===== config.mk =====
export PLATFORM = sky130hd
export DESIGN_NAME = operand_bypass_reg
export DESIGN_NICKNAME = d
export VERILOG_FILES = /design/src/rtl/operand_bypass_reg.sv
export SDC_FILE = /design/constraint.sdc
export NUM_CORES = 1
export LEC_CHECK = 0
export CAP_MARGIN = 20
export CELL_PAD_IN_SITES_DETAIL_PLACEMENT = 1
export CELL_PAD_IN_SITES_GLOBAL_PLACEMENT = 1
export CORE_ASPECT_RATIO = 1.4
export CORE_MARGIN = 2
export CORE_UTILIZATION = 31
export CTS_CLUSTER_SIZE = 28
export DETAILED_ROUTE_END_ITERATION = 8
export PLACE_DENSITY = 0.86
export RECOVER_POWER = 50
export REMOVE_ABC_BUFFERS = 1
export SETUP_SLACK_MARGIN = 0.5
export SYNTH_ARGS = -nofsm -noshare
export SYNTH_HDL_FRONTEND = slang
export SYNTH_SLANG_ARGS = --single-unit

===== constraint.sdc =====
create_clock -name clk -period 1.95 [get_ports clk]
set_input_delay 0.39 -clock clk [delete_from_list [all_inputs] [get_ports clk]]
set_output_delay 0.39 -clock clk [all_outputs]
set_load 0.005 [all_outputs]

===== src/rtl/operand_bypass_reg.sv =====
// ============================================================================
// operand_bypass_reg : ID/EX operand bypass mux, load-use stall, EX registers
// Rev 1.0
// ============================================================================
`default_nettype none

module operand_bypass_reg #(
  parameter int WIDTH = 64
) (
  input  logic             clk,
  input  logic             reset,
  input  logic             valid_id,
  input  logic             useRn,
  input  logic             useRmd,
  input  logic [WIDTH-1:0] rdataRn,
  input  logic [WIDTH-1:0] rdataRmd,
  input  logic             flag1Rn,
  input  logic             flag1Rmd,
  input  logic             flag2Rn,
  input  logic             flag2Rmd,
  input  logic             prevIsLoad,
  input  logic [WIDTH-1:0] exResult,
  input  logic [WIDTH-1:0] memResult,
  input  logic             flush,
  output logic             stall,
  output logic [WIDTH-1:0] opA_ex,
  output logic [WIDTH-1:0] opB_ex,
  output logic             valid_ex
);

  localparam logic [0:0] ST_RUN      = 1'b0;
  localparam logic [0:0] ST_LOADWAIT = 1'b1;

  logic [0:0]       r_state;
  logic             r_pend_rn;
  logic             r_pend_rmd;
  logic [WIDTH-1:0] r_opa;
  logic [WIDTH-1:0] r_opb;
  logic             r_valid;

  logic             w_dep_rn;
  logic             w_dep_rmd;
  logic             w_hazard;
  logic [WIDTH-1:0] w_norm_a;
  logic [WIDTH-1:0] w_norm_b;
  logic [WIDTH-1:0] w_sel_a;
  logic [WIDTH-1:0] w_sel_b;

  assign w_dep_rn  = useRn & flag1Rn;
  assign w_dep_rmd = useRmd & flag1Rmd;
  assign w_hazard  = valid_id & prevIsLoad & (w_dep_rn | w_dep_rmd);

  // Newest producer wins: EX result over MEM result over register file.
  always_comb begin
    w_norm_a = rdataRn;
    if (useRn) begin
      if (flag1Rn)      w_norm_a = exResult;
      else if (flag2Rn) w_norm_a = memResult;
    end
    w_norm_b = rdataRmd;
    if (useRmd) begin
      if (flag1Rmd)      w_norm_b = exResult;
      else if (flag2Rmd) w_norm_b = memResult;
    end
  end

  // After the bubble the load has moved to MEM, so its data sits on memResult.
  always_comb begin
    w_sel_a = w_norm_a;
    w_sel_b = w_norm_b;
    if (r_state == ST_LOADWAIT) begin
      if (r_pend_rn)  w_sel_a = memResult;
      if (r_pend_rmd) w_sel_b = memResult;
    end
  end

  assign stall = reset & (r_state == ST_RUN) & w_hazard & ~flush;

  always_ff @(posedge clk or negedge reset) begin
    if (!reset) begin
      r_state    <= ST_RUN;
      r_pend_rn  <= 1'b0;
      r_pend_rmd <= 1'b0;
      r_opa      <= '0;
      r_opb      <= '0;
      r_valid    <= 1'b0;
    end else if (flush) begin
      r_state    <= ST_RUN;
      r_pend_rn  <= 1'b0;
      r_pend_rmd <= 1'b0;
      r_valid    <= 1'b0;
    end else if (r_state == ST_RUN && w_hazard) begin
      r_state    <= ST_LOADWAIT;
      r_pend_rn  <= w_dep_rn;
      r_pend_rmd <= w_dep_rmd;
      r_valid    <= 1'b0;
    end else begin
      r_state    <= ST_RUN;
      r_pend_rn  <= 1'b0;
      r_pend_rmd <= 1'b0;
      r_opa      <= w_sel_a;
      r_opb      <= w_sel_b;
      r_valid    <= valid_id;
    end
  end

  assign opA_ex   = r_opa;
  assign opB_ex   = r_opb;
  assign valid_ex = r_valid;

endmodule

`default_nettype wire

==> reports/summary.txt <==
====================================================================================================
Area occupied by registers                                                                 3310 um^2
Power per cell area                                                                      657 nW/um^2
Number of placed instances, taps included                                                      1,868
Filler Cell Count                                                                              3,398
Synth Area per Inst                                                                        8.03 um^2
Total power                                                                                  10.7 mW
Kind of capture point of the worst setup path                                                   flop
Post-route worst setup slack                                                               -0.116 ns
Number of DRC violations after detailed routing                                                    0
Number of vias in the routed layout                                                           12,800
HP Class                                                                                input port to flop
Number of primary I/O pins                                                                       397
Internal Pwr Total                                                                           7.22 mW
Net load switching power                                                                     3.53 mW
Number of nets with antenna violations after routing                                               0
Commonest non-fill, non-tap cell in the layout                                          sky130_fd_sc_hd__clkdlybuf4s50_1
Origin of the critical flop-to-flop path                                                     r_state
Die X-Extent                                                                                  152 um
Total GRT Usage                                                                                34.2%
Die height                                                                                    211 um
Congestion Overflow GR                                                                             0
Cells on worst reg2reg path                                                                        9
Floorplan core area                                                                      30,000 um^2
Clock-pin slew reported for the worst setup and hold paths after clock tree synthesis        0.06 ns
Path type of the worst setup path                                                       flop to flop
Number of maximum-capacitance constraint violations                                                0
DRC marker count from the first detailed-route iteration                                       1,073
Endpoint of the worst register-to-register path                                            opA_ex[3]
Worst hold path endpoint                                                                     r_state
Share of post-route cells with drive strength above 1                                          27.6%
Leak pwr                                                                                     6.23 nW
Cells taking the most area after synthesis                                              sky130_fd_sc_hd__dfrtp_1, sky130_fd_sc_hd__a31oi_1, sky130_fd_sc_hd__o221ai_1
Sequential element share of the synthesized area                                               34.9%
Final Hold Violating Endpoints                                                                     0
Worst Clk Skew                                                                             0.0197 ns
Length of the first detailed-routing pass in iterations                                            7
Die Footprint                                                                            31,900 um^2
Maximum net fanout on the critical path                                                            6
Max Slew Vio Count                                                                                 0
Yosys warnings                                                                                     0
Gate count after technology mapping                                                            1,178
Post-layout utilization of the core                                                            54.5%
Relative contribution of combinational cells to total power                                    34.6%
Netlist area before placement                                                              9460 um^2
CTS tree                                                                                         yes
Fraction of power consumed by sequential logic                                                 32.0%
Setup slack of the worst register-to-register path                                          -0.12 ns
Num CTS Buffers                                                                                   17
Outcome                                                                                 complete, but fails checks
Clk Latency, worst-skew pair                                                                 0.45 ns
Clock Root Buffer                                                                       sky130_fd_sc_hd__clkbuf_16
Final weighted congestion in routability-driven placement                                      0.859
Worst-margin pin slew                                                                        1.38 ns
Pre-CTS WS                                                                                 -0.505 ns
Part of the cycle the worst path needs                                                          106%
RSZ-0062 raised after global routing                                                            true
Maximum resistive drop on vdd                                                             0.000615 V
Antenna violations before repair                                                                  13
Number of sinks on the clock net                                                                 132
Standard-cell rows                                                                                75
Area growth syn-to-layout                                                                      73.1%
Effective utilization at floorplan                                                             31.5%
Number of H-tree branching levels                                                                  4
Total wirelength of the detailed-routed design                                             59,600 um
Number of global-route vias before repair                                                     13,600
CP startpoint kind                                                                              flop
Top-area cell type share of the netlist area                                                   34.9%
Clock network power share                                                                      33.4%
Data arrival time at the worst-slack endpoint                                                2.40 ns
Post-Route Setup TNS                                                                        -4.40 ns
Via count normalized by instance count                                                          6.39
Global-route wire length before repair                                                     82,000 um
Count of cell types in the netlist                                                                24
Worst EP required                                                                            2.28 ns
Period minus WS final                                                                        2.07 ns
Library cell with the largest summed area after synthesis                               sky130_fd_sc_hd__dfrtp_1
Top achievable clock speed                                                                   484 MHz
Setup-violating endpoint count in the final report                                                96
Port Buf Inserts                                                                                 396
Combined area of the multi-input logic cells                                               6250 um^2
Commonest cells after routing, fill and taps aside                                      sky130_fd_sc_hd__clkdlybuf4s50_1, sky130_fd_sc_hd__a31oi_1, sky130_fd_sc_hd__nand2_1
Final-stage net count                                                                          1,862
Routed wire per std cell                                                                     29.7 um
Startpoint of the worst hold path                                                           flag1Rmd
Switching Share                                                                                32.8%
Largest net degree at the start of global routing                                                133
Worst hold stages                                                                                  3
Violated checks                                                                         setup timing
Synthesis-stage register bit count                                                               132
Number of standard cells in the final layout excluding fillers                                 2,006
Hpwl dp                                                                                    31,900 um
Tightest slew margin relative to the limit                                                     7.73%
Buffer depth of the longest clock path                                                             2
====================================================================================================
cells in the mapped netlist:
library cell / number
sky130_fd_sc_hd__buf_6: 23
sky130_fd_sc_hd__o21ai_0: 1
sky130_fd_sc_hd__o21a_1: 1
sky130_fd_sc_hd__dfrtp_1: 132
sky130_fd_sc_hd__a22oi_2: 1
sky130_fd_sc_hd__o221ai_1: 127
sky130_fd_sc_hd__nor2_2: 10
sky130_fd_sc_hd__o211ai_1: 1
sky130_fd_sc_hd__buf_2: 49
sky130_fd_sc_hd__nand2_1: 135
sky130_fd_sc_hd__buf_4: 1
sky130_fd_sc_hd__o21bai_1: 127
sky130_fd_sc_hd__buf_12: 1
sky130_fd_sc_hd__a31oi_1: 192
sky130_fd_sc_hd__nor3b_1: 1
sky130_fd_sc_hd__buf_1: 4
sky130_fd_sc_hd__nor2b_1: 1
sky130_fd_sc_hd__o31a_1: 1
sky130_fd_sc_hd__clkbuf_1: 53
sky130_fd_sc_hd__nor2_1: 185
sky130_fd_sc_hd__inv_1: 64
sky130_fd_sc_hd__or3_1: 1
sky130_fd_sc_hd__and2_1: 4
sky130_fd_sc_hd__o22a_1: 63
worst max-delay path by stage:
| stage | startpoint | endpoint | slack (ns) | cells after the start |
|---|---|---|---|---|
| floorplan | useRn | opA_ex[0] | -3.82 | 3 |
| global placement | valid_id | stall | -0.47 | 6 |
| detailed placement | valid_id | stall | -0.50 | 6 |
| CTS | r_state | stall | -0.05 | 4 |
| global route | r_state | opA_ex[39] | -0.16 | 11 |
| finish | r_state | opA_ex[3] | -0.12 | 9 |
registers in the layout, summed over array words and instances, names as in the netlist:
signal,cells
opA_ex,64
opB_ex,64
r_pend_rmd,1
r_pend_rn,1
r_state,1
valid_ex,1
cells by family after synthesis:
family                 synth area share [%]
AO/OA/AOI/OAI                          40.8
AND/OR/NAND/NOR                        13.8
buffers and inverters                  10.4
flip-flops                             34.9
per-stage QoR:
stage	instance area, um^2	hold slack, ns
5_1_grt	16400	0.327
2_1_floorplan	8710	0.0944
4_1_cts	15600	0.158
6_report	16400	0.323
3_3_place_gp	13700	0.528
3_5_place_dp	13700	0.541
worst max-delay path, cell delays in order, from the launching register on:
cell and delay, ns:
sky130_fd_sc_hd__dfrtp_1 0.40, sky130_fd_sc_hd__buf_6 0.12, sky130_fd_sc_hd__buf_6 0.10, sky130_fd_sc_hd__buf_6 0.10
sky130_fd_sc_hd__buf_6 0.11, sky130_fd_sc_hd__o31a_4 0.44, sky130_fd_sc_hd__buf_6 0.15, sky130_fd_sc_hd__buf_12 0.14
sky130_fd_sc_hd__buf_16 0.16, sky130_fd_sc_hd__a31oi_4 0.21
power groups by stage:
| stage | combinational, mW | clock [mW] | sequential [mW] |
|---|---|---|---|
| after floorplan | 0.990 | 0 | 3.39 |
| after global placement | 3.02 | 0 | 3.39 |
| after detailed placement | 3.12 | 0 | 3.40 |
| after CTS | 3.38 | 3.61 | 3.41 |
| after global routing | 3.91 | 3.72 | 3.47 |
| final | 3.72 | 3.59 | 3.43 |
what timing repair did:
action                                  CTS  global route
hold buffers                              0             0
buffers inserted                         40            20
pin swaps                                24            42
gates cloned                             23            10
endpoints found under the hold margin     0             0
resized for setup                       612           128
endpoints found under the setup margin  259           174
area by class of cell:
class,count,area share [%]
Antenna cell,13,0.199
Clock buffer,25,3.15
Clock inverter,7,0.718
Inverter,64,1.47
Multi-Input combinational cell,852,38.2
Sequential cell,132,20.2
Tap cell,385,2.94
Timing Repair Buffer,528,33.2
per-layer routing:
| layer | track usage (%) | vias up | part of all wire [%] |
|---|---|---|---|
| met5 | 0 | - | 0 |
| met3 | 7.93 | 315 | 8.8 |
| li1 | - | 5291 | - |
| met1 | 38.7 | 6299 | 35 |
| met4 | 25.5 | 0 | 8.3 |
| met2 | 55.6 | 916 | 48 |
Power figures use the tool's default switching activity.
